==> src/rtl/spi_tx_drain.sv <==
// SPI mode-0 slave transmitter draining a FWFT byte FIFO onto MISO, MSB first; optional SPI_TX_UNDERRUN_CNT_EN adds a saturating underrun counter.
// Latency: SCK/CS_N edges act SYNC_STAGES+1 cycles after the pin; a loaded byte reaches MISO one cycle after its load point.
// Backpressure: none; an empty FIFO at a load point sends FILL and pulses o_underrun, and the FIFO is never popped while empty.
module spi_tx_drain #(
    parameter logic [7:0] FILL        = 8'hFF,
    parameter int         SYNC_STAGES = 2
) (
    input  logic       i_clk,
    input  logic       i_reset_n,
    input  logic       i_sck,
    input  logic       i_cs_n,
    output logic       o_miso,
    output logic       o_miso_oe,
    input  logic [7:0] i_fifo_data,
    input  logic       i_fifo_empty,
    output logic       o_fifo_rd,
    output logic       o_byte_done,
    output logic       o_underrun,
    output logic       o_busy
`ifdef SPI_TX_UNDERRUN_CNT_EN
    ,
    output logic [7:0] o_underrun_cnt,
    input  logic       i_underrun_clr
`endif
);

    typedef enum logic [1:0] {
        IDLE  = 2'd0,
        LOAD  = 2'd1,
        SHIFT = 2'd2
    } state_t;

    state_t                 state, state_nxt;
    logic [SYNC_STAGES-1:0] sck_sync;
    logic [SYNC_STAGES-1:0] cs_sync;
    logic                   sck_hist;
    logic                   cs_hist;
    logic [7:0]             shreg, shreg_nxt;
    logic [2:0]             bit_cnt, bit_cnt_nxt;
    logic                   miso_q, miso_nxt;
    logic                   oe_q, oe_nxt;
    logic                   load;

    // Synchronisers preset to the bus-idle levels so reset release never looks like an edge.
    always_ff @(posedge i_clk or negedge i_reset_n) begin
        if (!i_reset_n) begin
            sck_sync <= '0;
            cs_sync  <= '1;
            sck_hist <= 1'b0;
            cs_hist  <= 1'b1;
        end else begin
            sck_sync <= {sck_sync[SYNC_STAGES-2:0], i_sck};
            cs_sync  <= {cs_sync[SYNC_STAGES-2:0], i_cs_n};
            sck_hist <= sck_sync[SYNC_STAGES-1];
            cs_hist  <= cs_sync[SYNC_STAGES-1];
        end
    end

    logic sck_s, cs_s;
    logic sck_rise, sck_fall, cs_rise, cs_fall;

    assign sck_s    = sck_sync[SYNC_STAGES-1];
    assign cs_s     = cs_sync[SYNC_STAGES-1];
    assign sck_rise = sck_s & ~sck_hist;
    assign sck_fall = ~sck_s & sck_hist;
    assign cs_rise  = cs_s & ~cs_hist;
    assign cs_fall  = ~cs_s & cs_hist;

    always_ff @(posedge i_clk or negedge i_reset_n) begin
        if (!i_reset_n) begin
            state   <= IDLE;
            shreg   <= FILL;
            bit_cnt <= 3'd0;
            miso_q  <= 1'b1;
            oe_q    <= 1'b0;
        end else begin
            state   <= state_nxt;
            shreg   <= shreg_nxt;
            bit_cnt <= bit_cnt_nxt;
            miso_q  <= miso_nxt;
            oe_q    <= oe_nxt;
        end
    end

    always_comb begin
        state_nxt   = state;
        shreg_nxt   = shreg;
        bit_cnt_nxt = bit_cnt;
        miso_nxt    = miso_q;
        oe_nxt      = oe_q;
        o_fifo_rd   = 1'b0;
        o_underrun  = 1'b0;
        o_byte_done = 1'b0;
        load        = 1'b0;

        // Deselect wins over any SCK edge seen in the same cycle.
        if (cs_rise) begin
            state_nxt   = IDLE;
            oe_nxt      = 1'b0;
            miso_nxt    = 1'b1;
            bit_cnt_nxt = 3'd0;
        end else begin
            case (state)
                IDLE: begin
                    if (cs_fall) begin
                        state_nxt = LOAD;
                    end
                end
                LOAD: begin
                    load      = 1'b1;
                    state_nxt = SHIFT;
                end
                SHIFT: begin
                    if (sck_rise) begin
                        bit_cnt_nxt = bit_cnt + 3'd1;
                        o_byte_done = (bit_cnt == 3'd7);
                    end else if (sck_fall) begin
                        if (bit_cnt == 3'd0) begin
                            load = 1'b1;
                        end else begin
                            shreg_nxt = {shreg[6:0], 1'b0};
                            miso_nxt  = shreg[6];
                        end
                    end
                end
                default: begin
                    state_nxt = IDLE;
                end
            endcase
        end

        if (load) begin
            bit_cnt_nxt = 3'd0;
            oe_nxt      = 1'b1;
            if (!i_fifo_empty) begin
                shreg_nxt = i_fifo_data;
                miso_nxt  = i_fifo_data[7];
                o_fifo_rd = 1'b1;
            end else begin
                shreg_nxt  = FILL;
                miso_nxt   = FILL[7];
                o_underrun = 1'b1;
            end
        end
    end

    assign o_miso    = miso_q;
    assign o_miso_oe = oe_q;
    assign o_busy    = (state != IDLE);

`ifdef SPI_TX_UNDERRUN_CNT_EN
    // Clear beats a same-cycle increment; the count sticks at all-ones.
    always_ff @(posedge i_clk or negedge i_reset_n) begin
        if (!i_reset_n) begin
            o_underrun_cnt <= 8'd0;
        end else if (i_underrun_clr) begin
            o_underrun_cnt <= 8'd0;
        end else if (o_underrun && (o_underrun_cnt != 8'hFF)) begin
            o_underrun_cnt <= o_underrun_cnt + 8'd1;
        end
    end
`else
    // Underrun statistics are not built in this configuration.
`endif

endmodule

==> config.mk <==
export PLATFORM = sky130hd
export DESIGN_NAME = spi_tx_drain
export DESIGN_NICKNAME = d
export VERILOG_FILES = /design/src/rtl/spi_tx_drain.sv
export SDC_FILE = /design/constraint.sdc
export NUM_CORES = 1
export LEC_CHECK = 0
export CAP_MARGIN = 20
export CORE_UTILIZATION = 41
export CTS_BUF_LIST = sky130_fd_sc_hd__clkbuf_16
export CTS_CLUSTER_DIAMETER = 100
export DETAILED_ROUTE_END_ITERATION = 10
export DONT_BUFFER_PORTS = 1
export PLACE_DENSITY = 0.66
export SLEW_MARGIN = 30
export SYNTH_ARGS = -nofsm -noshare
export SYNTH_HDL_FRONTEND = slang
export SYNTH_SLANG_ARGS = --single-unit
export TNS_END_PERCENT = 1
==> constraint.sdc <==
create_clock -name i_clk -period 2.9 [get_ports i_clk]
set_input_delay 0.435 -clock i_clk [delete_from_list [all_inputs] [get_ports i_clk]]
set_output_delay 0.435 -clock i_clk [all_outputs]
set_load 0.1 [all_outputs]
==> reports/results.ini <==
[outcome]
outcome=completed

[layout]
fillCellCount=223
fin_area_um2=1210
finalNonFillerCells=131
syn2layout_area_growth_pct=13.2
fin_nets=123
drive_above_1_share_pct=27.7
n_antenna_cell=0

[drt]
routed_via_density=5.41
vias=709
routed_wl_um=1910
postRouteAntennaNets=0
drc=0
wire_per_inst_um=14.6
drt_iter0_drc=8
firstDrtPassIters=4

[setup_path]
crit_fanout=5
start_kind=flop
crit_family=simple AND/OR/NAND/NOR gates
reg2reg_setup_slack_ps=980
worst-setup-path-type=reg -> out
worstPathArrival_ps=2120
cp.required_ps=2470
crit_buf_inv=3
cp_slowest_cell=or3_1
critPathCaptureType=primary output
path_cells=inv_1 -> ha_1 -> inv_2 -> or3_1 -> nor3b_4 -> buf_4
slowest_delay_ps=510

[sta]
slew_violations=0
min_period_ps=2560
worst_slew_pin_slew_ps=906
setup-violations-final=0
fin_crit_sh_pct=88.2
fin_worst_skew_ps=4.92
whs_ps=22.1
rsz0062_at_grt=no
finalHoldViolations=0
tns_ps=0
fmax_mhz=391
max_slew_margin_pct=39.6

[logic_synthesis]
yosys.area.top_type=dfstp_2
synth.area.top_cells=dfstp_2 (27%), dfrtp_1 (21%), ha_1 (9.3%)
ys_ff_latch=20
syn_avg_cell_area_um2=11.2
yosys-top-cells-count=nor2_1 (19), dfstp_2 (11), dfrtp_1 (9)
synth_edf_count=0
ys.warnings.count=0
async_flop_share_pct=100
yosysSeqAreaShare_pct=48.0
yosysMostFrequentCell=nor2_1
synth_cell_type_count=37
synth_area_um2=1070
postSynthCellCount=96
synth_ff_type=dfstp_2
yosysTopAreaCellShare_pct=27.0
syn_nets=117

[power_and_ir_drop]
leakage_nw=0.551
total_power_w=0.00132
ir_drop_mv=0.553
powerDensity_nw_per_um2=1090

[clock_network]
clock_sinks=20
cts-root-buf=clkbuf_16
cts_made_buffers=3
cts_resized=0
clk_pin_slew_ps=50
cts_tree=yes
cts_max_level=1
worstSkewPairLatency_ps=250
post_cts_buffers=0
cts.path.max_buffers=2

[placement]
gp_congestion=0.720
placed_area_um2=1120
dpl.cell_count=126
hpwlAfterDp_um=1360
io_buffer_count=0

[hold_path]
hold_path_class=in -> async

[die]
ios=19
initial_core_util_pct=43.2
die_area_um2=2820
die_y_um=53.1
die_x_um=53.1
core_area_um2=2480
rows=18

[global_route]
antenna_found_initial=0
grt_pass1_vias=657
grt_pass1_wl_um=3060
grt-ovfl-total=0
track_usage_pct=16.0
grt_start_max_net_pins=13

[run]
drv_cap=0

metal layers:
metal	vias up	part of all wire [%]	GRT usage (%)
li1	346	-	-
met1	348	48	21.8
met2	11	46	21.7
met3	4	3.6	4.31
met4	0	1.8	10.5
met5	-	0	0
power breakdown:
part	leakage (nW)	internal (W)	total, W	switching [W]
Sequential	0.231	0.000404	0.000530	0.000126
Combinational	0.278	0.000182	0.000507	0.000324
Clock	0.0423	0.000183	0.000279	0.0000956
what timing repair did:
item / 4_1_cts / 5_1_grt
endpoints found under the hold margin: 9 / 0
endpoints found under the setup margin: 0 / 0
hold buffers: 1 / 0
sequential cells by signal, summed over array words and instances (netlist names):
register	flops
shreg	7
bit_cnt	3
cs_sync	2
sck_sync	2
state	2
cs_hist	1
o_miso	1
o_miso_oe	1
sck_hist	1
final timing paths:
path,start,to,depth (start not counted)
max reg2reg,cs_sync[1],shreg[1],4
min in group i_clk,i_cs_n,cs_sync[0],0
max in group asynchronous,i_reset_n,bit_cnt[0],1
min,i_reset_n,cs_sync[0],0
min reg2reg,sck_sync[0],sck_sync[1],0
max,state[0],o_byte_done,6
area by class of cell:
type / count / area [µm²] / area share, %
clock inverter: 1 / 3.75 / 0.310
tap: 30 / 37.5 / 3.10
multi-input combinational: 64 / 515 / 42.5
timing repair buffer: 4 / 32.5 / 2.68
clock buffer: 3 / 75.1 / 6.19
sequential: 20 / 514 / 42.4
inverter: 9 / 33.8 / 2.79
cells in the final DEF (no fill, tap or decap), types with 2 or more instances in the layout:
master	count
ha_1	8
clkbuf_16	3
dfrtp_1	9
inv_1	9
buf_4	3
nor4bb_1	2
mux2i_1	2
a221o_1	6
nor2_2	2
nand2_1	3
nor2_1	18
dfstp_2	11
through the flow:
stage | utilization, % | worst slack (ps)
2_1_floorplan | - | 43.5
3_3_place_gp | 45.4 | 707
3_5_place_dp | 45.4 | 618
4_1_cts | 48.9 | 329
5_1_grt | 48.9 | 237
6_report | 48.9 | 343
cell families (layout without fill, tap and decap cells):
kind of cell / Yosys count / in the layout / synth area share [%]
buffers and inverters: 12 / 17 / 4.67
xor gates and xnor gates: 1 / 1 / 0.818
muxes: 3 / 3 / 2.92
adders and majority gates: 8 / 8 / 9.35
AOI/OAI and AO/OA: 19 / 19 / 17.5
DFF: 20 / 20 / 48.0
and+or+nand+nor: 33 / 33 / 16.7
Note: power is estimated with default switching activity, not from simulation.
